==> config.mk <==
export PLATFORM = sky130hd
export DESIGN_NAME = tim_base_core
export DESIGN_NICKNAME = d
export VERILOG_FILES = /design/src/rtl/tim_base_core.sv
export SDC_FILE = /design/constraint.sdc
export NUM_CORES = 1
export LEC_CHECK = 0
export BUFFER_PORTS_ARGS = -buffer_cell sky130_fd_sc_hd__buf_2
export CAP_MARGIN = 25
export CELL_PAD_IN_SITES_DETAIL_PLACEMENT = 1
export CELL_PAD_IN_SITES_GLOBAL_PLACEMENT = 1
export CORE_AREA = 2 2 99 197
export CTS_CLUSTER_DIAMETER = 120
export DETAILED_ROUTE_END_ITERATION = 16
export DIE_AREA = 0 0 101 199
export GPL_ROUTABILITY_DRIVEN = 0
export GPL_TIMING_DRIVEN = 0
export PLACE_DENSITY = 0.81
export SLEW_MARGIN = 20
export SYNTH_ARGS = -nofsm -noshare
export SYNTH_HDL_FRONTEND = slang
export SYNTH_SLANG_ARGS = --single-unit
==> constraint.sdc <==
create_clock -name clk -period 3.5 [get_ports clk]
set_input_delay 0.525 -clock clk [delete_from_list [all_inputs] [get_ports clk]]
set_output_delay 0.525 -clock clk [all_outputs]
set_load 0.01 [all_outputs]
==> src/rtl/tim_base_core.sv <==
// tim_base_core: timer engine behind the TIME_BASE CSR block.
// Runs a prescaler and an up/down main counter with auto-reload or one-shot
// behaviour. It also returns sticky status flags and 1-cycle tick/event pulses.
// Ports:
//   clk, rst                 clock, asynchronous active-high reset
//   en_in, ar_in, dir_in     enable, auto-reload, direction (1 = down)
//   ud_in                    a rising edge requests a load of load_in
//   div_in                   prescaler divide value (step every div_in+1 clocks)
//   per_in, load_in          terminal count and load value
//   cnt_out                  current count
//   of_out, op_out           sticky wrap / terminal-reached flags
//   err_out, ld_out          sticky load-rejected-or-bad-enable / load-accepted flags
//   tick_out, evt_out        1-cycle pulses on counter step / terminal event
module tim_base_core #(
  parameter int unsigned CNT_W = 32,
  parameter int unsigned PSC_W = 32
) (
  input  logic             clk,
  input  logic             rst,
  input  logic             en_in,
  input  logic             ar_in,
  input  logic             dir_in,
  input  logic             ud_in,
  input  logic [PSC_W-1:0] div_in,
  input  logic [CNT_W-1:0] per_in,
  input  logic [CNT_W-1:0] load_in,
  output logic [CNT_W-1:0] cnt_out,
  output logic             of_out,
  output logic             op_out,
  output logic             err_out,
  output logic             ld_out,
  output logic             tick_out,
  output logic             evt_out
);

  typedef enum logic [1:0] {
    ST_IDLE = 2'd0,
    ST_RUN  = 2'd1,
    ST_DONE = 2'd2
  } state_e;

  state_e           state_q, state_d;
  logic [CNT_W-1:0] cnt_q, cnt_d;
  logic [PSC_W-1:0] psc_q, psc_d;
  logic             of_q, of_d, op_q, op_d, err_q, err_d, ld_q, ld_d;
  logic             tick_q, tick_d, evt_q, evt_d;
  logic             ud_q, ud_d;
  logic             load_req_c, load_ok_c, psc_tick_c;

  // Next-state, counter, prescaler and flag logic.
  always_comb begin
    state_d    = state_q;
    cnt_d      = cnt_q;
    psc_d      = psc_q;
    of_d       = of_q;
    op_d       = op_q;
    err_d      = err_q;
    ld_d       = ld_q;
    tick_d     = 1'b0;
    evt_d      = 1'b0;
    ud_d       = ud_in;
    psc_tick_c = 1'b0;
    load_req_c = ud_in & ~ud_q;
    load_ok_c  = load_req_c && (load_in <= per_in);

    case (state_q)
      ST_IDLE: begin
        if (en_in) begin
          if (per_in != '0) begin
            state_d = ST_RUN;
            psc_d   = '0;
            of_d    = 1'b0;
            op_d    = 1'b0;
            err_d   = 1'b0;
            ld_d    = 1'b0;
          end else begin
            err_d = 1'b1;
          end
        end
      end
      ST_RUN: begin
        if (!en_in) begin
          state_d = ST_IDLE;
          psc_d   = '0;
        end else if (psc_q == div_in) begin
          psc_tick_c = 1'b1;
          psc_d      = '0;
        end else begin
          // Plain increment: if div_in was lowered below psc, this wraps round.
          psc_d = psc_q + PSC_W'(1);
        end
      end
      ST_DONE: begin
        if (!en_in) begin
          state_d = ST_IDLE;
          psc_d   = '0;
        end
      end
      default: state_d = ST_IDLE;
    endcase

    // Counter step; an accepted load in the same cycle suppresses it.
    if (psc_tick_c && !load_ok_c) begin
      tick_d = 1'b1;
      if (!dir_in) begin
        if (cnt_q >= per_in) begin
          evt_d = 1'b1;
          op_d  = 1'b1;
          if (ar_in) begin
            cnt_d = '0;
            of_d  = 1'b1;
          end else begin
            state_d = ST_DONE;
          end
        end else begin
          cnt_d = cnt_q + CNT_W'(1);
        end
      end else begin
        if (cnt_q == '0) begin
          evt_d = 1'b1;
          op_d  = 1'b1;
          if (ar_in) begin
            cnt_d = per_in;
            of_d  = 1'b1;
          end else begin
            state_d = ST_DONE;
          end
        end else begin
          cnt_d = cnt_q - CNT_W'(1);
        end
      end
    end

    // Load is applied last so its flag sets win over the enable-time clear.
    if (load_req_c) begin
      if (load_ok_c) begin
        cnt_d = load_in;
        psc_d = '0;
        ld_d  = 1'b1;
        if (state_q == ST_DONE && en_in) begin
          state_d = ST_RUN;
        end
      end else begin
        err_d = 1'b1;
      end
    end
  end

  // State and output registers.
  always_ff @(posedge clk or posedge rst) begin
    if (rst) begin
      state_q <= ST_IDLE;
      cnt_q   <= '0;
      psc_q   <= '0;
      of_q    <= 1'b0;
      op_q    <= 1'b0;
      err_q   <= 1'b0;
      ld_q    <= 1'b0;
      tick_q  <= 1'b0;
      evt_q   <= 1'b0;
      ud_q    <= 1'b0;
    end else begin
      state_q <= state_d;
      cnt_q   <= cnt_d;
      psc_q   <= psc_d;
      of_q    <= of_d;
      op_q    <= op_d;
      err_q   <= err_d;
      ld_q    <= ld_d;
      tick_q  <= tick_d;
      evt_q   <= evt_d;
      ud_q    <= ud_d;
    end
  end

  assign cnt_out  = cnt_q;
  assign of_out   = of_q;
  assign op_out   = op_q;
  assign err_out  = err_q;
  assign ld_out   = ld_q;
  assign tick_out = tick_q;
  assign evt_out  = evt_q;

endmodule

==> flow_summary.ini, run 1 <==
[logic_synthesis]
synthArstFlopShare_pct = 100
synth_flop_cell = dfrtp_1
yosysUniqueCellTypes = 72
avgSynthCellArea_um2 = 7.46
synth_edf_count = 0
synth_seq_area_share_pct = 23.8
yosysWarnings = 0
synthCells = 1029
synth_area_um2 = 7680
syn_nets = 1202
ys_ff_latch = 73

[sta]
finalClockSkew_ns = 0.0106
drv_slew = 0
relSlewSlack_pct = 28.0
fmax_ghz = 0.294
period_needed_ns = 3.40
worstMarginPinSlew_ns = 1.07
period_share_pct = 97.2
finalHoldViolCount = 0
finalSetupViolCount = 0

[critical_path]
critPathMaxFanout = 10
crit_slowest_cell = or4_4
critPathCaptureType = flop
worst_ep_arrival_time_ns = 3.62
crit_buf_inv = 2
crit_path_max_incr_delay_ns = 0.66
critPathTopFamily = simple AND/OR/NAND/NOR gates
criticalPathCategory = reg -> reg
path_common_cell = o21ai_0
path_cells = ha_1 -> nand4_1 -> or4_4 -> a21oi_4 -> or2_2 -> clkbuf_1 -> clkbuf_4 -> o21ai_0 -> a22oi_1 -> o21ai_0
cp.required_ns = 3.72
cp-start-kind = flop
reg2reg_slack_ns = 0.1

[global_route]
grt_overflow = 0
grt_pass1_wl_mm = 56.6
grt_pass1_vias = 10300
antenna_found_initial = 1
track_usage_pct = 37.9
grt_max_degree = 49

[clock_network]
cts_sinks = 73
clock_latency_ns = 0.37
cts_tree = built
cts.clk_slew.worst_paths_ns = 0.06
htree_levels = 3
root_buffer = clkbuf_16
cts_made_buffers = 9
ctsHoldBuffers = 0
cts_max_path_buffers = 2

[die]
coreArea_um2 = 18700
io_pins = 140
die-area_um2 = 20100
initial_core_util_pct = 41.2
rows = 71
die_x_um = 101
fp.dieH_um = 199

[finish]
drive_gt1_share_pct = 19.1
antennaDiodeCount = 0
final_nets = 1360
areaGrowthSynthToFinish_pct = 19.9
finish.utilization_pct = 49.3
fillCellCount = 2455

[detailed_routing]
drtAntennaViolNets = 0
first_pass_iters = 5
drt_iter0_drc = 660
vias_per_cell = 6.74
wirelength_mm = 37.7
dr_total_vias = 9509
wire_per_inst_um = 26.7
drc = 0

[min_path]
min-delay-path-class = in -> async

[outcome]
outcome = finished clean

[run]
maxCapViolCount = 0

[placed_design]
io_buffers = 137
dp_hpwl_mm = 29.6

[power_and_ir_drop]
power_density_nw_per_um2 = 408
power_mw = 3.75
ir_drop_mv = 0.260
p_leak_nw = 4.00
## metrics by stage
step | cell area [um2] | worst slack [ns] | TNS, ns | hold slack, ns | std cells
finish | 9200 | 0.0985 | 0 | 0.160 | 1411
global route | 9200 | -0.00397 | -0.00397 | 0.195 | 1411
CTS | 9080 | 0.00789 | 0 | 0.172 | 1409
detailed placement | 8670 | -1.24 | -39.94 | 0.463 | 1386
global placement | 8640 | -1.24 | -45.51 | 0.461 | 1385
floorplan | 7680 | 0.455 | 0 | 0.479 | 1029
## per-layer routing
metal  vias up  global-route usage [%]  wire [um]
li1       4166                       -          -
met1      4584                    32.7      11400
met2       516                    68.8      19400
met3       243                    7.48       2270
met4         0                    38.1       4560
met5         -                       0          0
## synth_stat cells, drive strengths merged, types with 3 or more instances
cell / n / area share [%]
or3: 12 / 1.0
ha: 71 / 12
a22oi: 7 / 0.68
and2: 9 / 0.73
xnor2: 5 / 0.57
a2111oi: 5 / 0.57
nand3: 30 / 2.0
nor3: 39 / 2.6
and3: 19 / 1.6
nand4: 28 / 2.3
a31oi: 36 / 2.9
inv: 53 / 2.6
nor4: 31 / 2.8
o31ai: 10 / 1.0
o21ai: 85 / 5.5
nand2b: 6 / 0.49
buf: 13 / 1.2
a211oi: 10 / 0.98
o41ai: 3 / 0.34
a311oi: 8 / 0.91
or4: 11 / 1.2
nand3b: 8 / 0.78
xor2: 35 / 4.0
o21a: 6 / 0.59
and4: 9 / 1.0
a21oi: 93 / 6.1
nand4b: 5 / 0.57
nor3b: 4 / 0.39
a221oi: 6 / 0.68
nor2b: 5 / 0.41
a211o: 3 / 0.34
nand2: 79 / 3.9
or2: 6 / 0.49
a21o: 6 / 0.59
o32a: 4 / 0.55
a41oi: 6 / 0.78
o211ai: 10 / 0.98
dfrtp: 73 / 24
clkbuf: 54 / 2.6
nor2: 100 / 4.9
## repair_timing
| action | CTS | global route |
|---|---|---|
| endpoints found under the setup margin | 39 | 66 |
| resized for setup | 17 | 39 |
| pin swaps | 3 | 3 |
| setup buffers | 7 | 1 |
## sequential cells by signal, indices dropped and copies added (netlist names)
name	count
of_out	1
ld_out	1
state_q	2
err_out	1
ud_q	1
psc_q	32
evt_out	1
op_out	1
cnt_out	32
tick_out	1
## cell usage in the layout, fill, tap and decap left out, types with 6 or more instances in the layout
| cell | instances |
|---|---|
| a211oi_1 | 10 |
| a21o_1 | 6 |
| a21oi_1 | 91 |
| a22oi_1 | 7 |
| a311oi_1 | 8 |
| a31oi_1 | 36 |
| and2_1 | 9 |
| and3_1 | 17 |
| and4_1 | 8 |
| buf_2 | 145 |
| buf_4 | 9 |
| clkbuf_1 | 40 |
| clkbuf_16 | 9 |
| clkbuf_2 | 10 |
| dfrtp_1 | 72 |
| ha_1 | 71 |
| inv_1 | 51 |
| nand2_1 | 79 |
| nand2b_1 | 6 |
| nand3_1 | 30 |
| nand3b_1 | 8 |
| nand4_1 | 28 |
| nor2_1 | 95 |
| nor3_1 | 35 |
| nor4_1 | 26 |
| o211ai_1 | 10 |
| o21a_1 | 6 |
| o21ai_0 | 82 |
| o31ai_1 | 9 |
| or2_2 | 6 |
| or3_1 | 11 |
| or4_1 | 8 |
| xor2_1 | 35 |
## path summary, 6_finish.rpt
check | startpoint | depth (start not counted) | endpoint
max | cnt_out[29]$_DFF_PP0_ | 10 | cnt_out[1]$_DFF_PP0_
max reg2reg | cnt_out[29]$_DFF_PP0_ | 10 | cnt_out[1]$_DFF_PP0_
max in group asynchronous | rst | 3 | cnt_out[0]$_DFF_PP0_
min | rst | 2 | psc_q[5]$_DFF_PP0_
min in group clk | ud_in | 1 | ud_q$_DFF_PP0_
min reg2reg | op_out$_DFF_PP0_ | 2 | op_out$_DFF_PP0_
## area by class of cell
class | count | area (um2) | share of cell area [%]
Buffer | 67 | 318 | 3.45
Clock buffer | 9 | 225 | 2.45
Clock inverter | 7 | 78.8 | 0.857
Inverter | 53 | 201 | 2.19
Multi-Input combinational cell | 836 | 5490 | 59.6
Sequential cell | 73 | 1830 | 19.9
Tap cell | 219 | 274 | 2.98
Timing Repair Buffer | 147 | 791 | 8.59
## where the power goes
group | internal, mW | switching (mW) | total, mW | leakage (nW)
Combinational | 0.566 | 1.06 | 1.63 | 2.95
Clock | 0.560 | 0.441 | 1.00 | 0.144
Sequential | 0.944 | 0.183 | 1.13 | 0.913
## cell families after synthesis
logic type | after synthesis | synth area share [%]
DFF | 73 | 23.8
buffers and inverters | 120 | 6.40
adders and majority gates | 71 | 11.6
and+or+nand+nor | 405 | 27.5
xor gates and xnor gates | 40 | 4.56
AOI/OAI and AO/OA | 318 | 25.9
muxes | 2 | 0.261
Note: power is estimated with default switching activity, not from simulation.
==> inputs of run 2 (changes only) <==
--- a/config.mk
+++ b/config.mk
@@ -9,13 +9,13 @@
 export CAP_MARGIN = 25
 export CELL_PAD_IN_SITES_DETAIL_PLACEMENT = 1
 export CELL_PAD_IN_SITES_GLOBAL_PLACEMENT = 1
-export CORE_AREA = 2 2 99 197
+export CORE_AREA = 2 2 96 190
 export CTS_CLUSTER_DIAMETER = 120
 export DETAILED_ROUTE_END_ITERATION = 16
-export DIE_AREA = 0 0 101 199
+export DIE_AREA = 0 0 98 192
 export GPL_ROUTABILITY_DRIVEN = 0
 export GPL_TIMING_DRIVEN = 0
-export PLACE_DENSITY = 0.81
+export PLACE_DENSITY = 0.86
 export SLEW_MARGIN = 20
 export SYNTH_ARGS = -nofsm -noshare
 export SYNTH_HDL_FRONTEND = slang
==> constraint.sdc (replaced) <==
create_clock -name clk -period 4 [get_ports clk]
set_input_delay 0.6 -clock clk [delete_from_list [all_inputs] [get_ports clk]]
set_output_delay 0.6 -clock clk [all_outputs]
set_load 0.01 [all_outputs]
==> run 2 against run 1 <==
Clock skew up 0.0016 ns. Critical path depth up 1. Critical endpoint is now cnt_out[2]$_DFF_PP0_. Sequential power fell by 13%. Die area down 6.4%. Core utilization is 3.3 points higher. Clock power decreased by 7%. Sequential share of layout area rose by 0.25 points. Clock-buffer cell count up 4. Worst hold slack gained 0.11 ns. Critical path type unchanged. Routed wire length shrank 1.6%. Power is 12% lower. Maximum frequency is 12% lower.
==> flow_summary.ini, run 2 (same netlist as run 1, synthesis figures left out) <==
[critical_path]
reg2reg_slack_ns = 0.13
criticalPathCategory = reg -> reg
startpoint = cnt_out[0]$_DFF_PP0_
critPathCaptureType = flop
worst_ep_arrival_time_ns = 4.14
cp-start-kind = flop
r2r_end = cnt_out[2]$_DFF_PP0_
cp.required_ns = 4.27
critPathMaxFanout = 9
reg2reg_depth = 11
endpoint = cnt_out[2]$_DFF_PP0_
worstReg2RegStart = cnt_out[0]$_DFF_PP0_

[placed_design]
dpl-instance-area_um2 = 8660
dp.cells = 1377
dp_hpwl_mm = 28.8
io_buffers = 137
post-place-ws_ns = -0.721

[finish]
final_area_um2 = 9080
drive_gt1_share_pct = 17.1
layout_commonest_cell = buf_2
layout_common_cells = 144 x buf_2, 98 x nor2_1, 92 x a21oi_1
final_nets = 1358
stdcell_count = 1400
finish.utilization_pct = 52.6
antennaDiodeCount = 0
areaGrowthSynthToFinish_pct = 18.3

[global_route]
grt_pass1_wl_mm = 55.8
grt.busiest_layer = met2
track_usage_pct = 38.8
grt_util_met1_pct = 33.7
grt_pass1_vias = 10200
grt_overflow = 0
met3_usage_pct = 7.10
use_met2_pct = 70.0
antenna_found_initial = 0
grt_max_degree = 45

[outcome]
outcome = finished clean

[sta]
final.setup.worst_slack_ns = 0.130
tns_ns = 0
finalSetupViolCount = 0
worstMarginPinSlew_ns = 1.07
fmax_ghz = 0.258
period_needed_ns = 3.87
period_share_pct = 96.7
grt_setup_unrepaired = false
finalHoldViolCount = 0
whs_ns = 0.266
drv_slew = 0
relSlewSlack_pct = 28.5
finalClockSkew_ns = 0.0122

[clock_network]
cts.clk_slew.worst_paths_ns = 0.07
cts_tree = built
clock_latency_ns = 0.36
cts_max_path_buffers = 2
cts_sinks = 73
root_buffer = clkbuf_16
cts_made_buffers = 9
htree_levels = 3
ctsHoldBuffers = 0

[power_and_ir_drop]
ir_drop_mv = 0.206
p_leak_nw = 3.95
power_mw = 3.29
power_density_nw_per_um2 = 362

[run]
maxCapViolCount = 0

[detailed_routing]
wirelength_mm = 37.1
drc = 0
wire_per_inst_um = 26.5
dr_total_vias = 9655
drtAntennaViolNets = 0
first_pass_iters = 5
vias_per_cell = 6.90
drt_iter0_drc = 560

[die]
die_x_um = 98
rows = 68
coreArea_um2 = 17300
fp.dieH_um = 192
initial_core_util_pct = 44.5
io_pins = 140
die-area_um2 = 18800

[min_path]
min-delay-path-class = in -> async
run 2: cell types whose count changed in the layout (fill, tap and decap cells not counted), sizes merged:
cell	delta
buf	-5
clkbuf	+7
inv	-2
clkinvlp	-1
clkinv	-1
run 2: how the worst min path moves through the flow:
stage	start	to	slack (ns)
final	rst	psc_q[9]$_DFF_PP0_	0.27
after global routing	rst	psc_q[18]$_DFF_PP0_	0.31
after CTS	rst	psc_q[18]$_DFF_PP0_	0.28
after detailed placement	ld_out$_DFF_PP0_	ld_out$_DFF_PP0_	0.47
after global placement	op_out$_DFF_PP0_	op_out$_DFF_PP0_	0.46
after floorplan	psc_q[31]$_DFF_PP0_	psc_q[31]$_DFF_PP0_	0.48
run 2: timing repair:
action / CTS / global route
resized for setup: 5 / 8
pin swaps: 1 / 1
endpoints found under the setup margin: 25 / 37
endpoints found under the hold margin: 0 / 0
setup buffers: 2 / 3
run 2: area by class of cell:
cell class	instances	area, um2
Timing Repair Buffer	145	761
Sequential cell	73	1830
Clock inverter	3	46.3
Inverter	53	201
Tap cell	210	263
Fill cell	2264	8190
Clock buffer	13	280
Buffer	67	297
Multi-Input combinational cell	836	5410
run 2: metal layers:
metal	up-vias	routed length (um)
li1	4169	-
met1	4639	11100
met2	587	18800
met3	260	2540
met4	0	4600
met5	-	0
run 2: worst max-delay path, cell delays in order, from the launching register on:
cell and delay [ns]:
dfrtp_1 0.57, inv_1 0.18, ha_1 0.30, nand2b_1 0.16
a2111oi_2 0.51, o32a_1 0.28, a21oi_2 0.13, or2_2 0.33
clkbuf_1 0.18, nor2_1 0.72, a31oi_1 0.21, a31oi_1 0.22
run 2: power breakdown:
group | switching, mW | internal (mW)
logic | 0.896 | 0.476
registers | 0.162 | 0.826
clock network | 0.372 | 0.554
total | 1.43 | 1.86
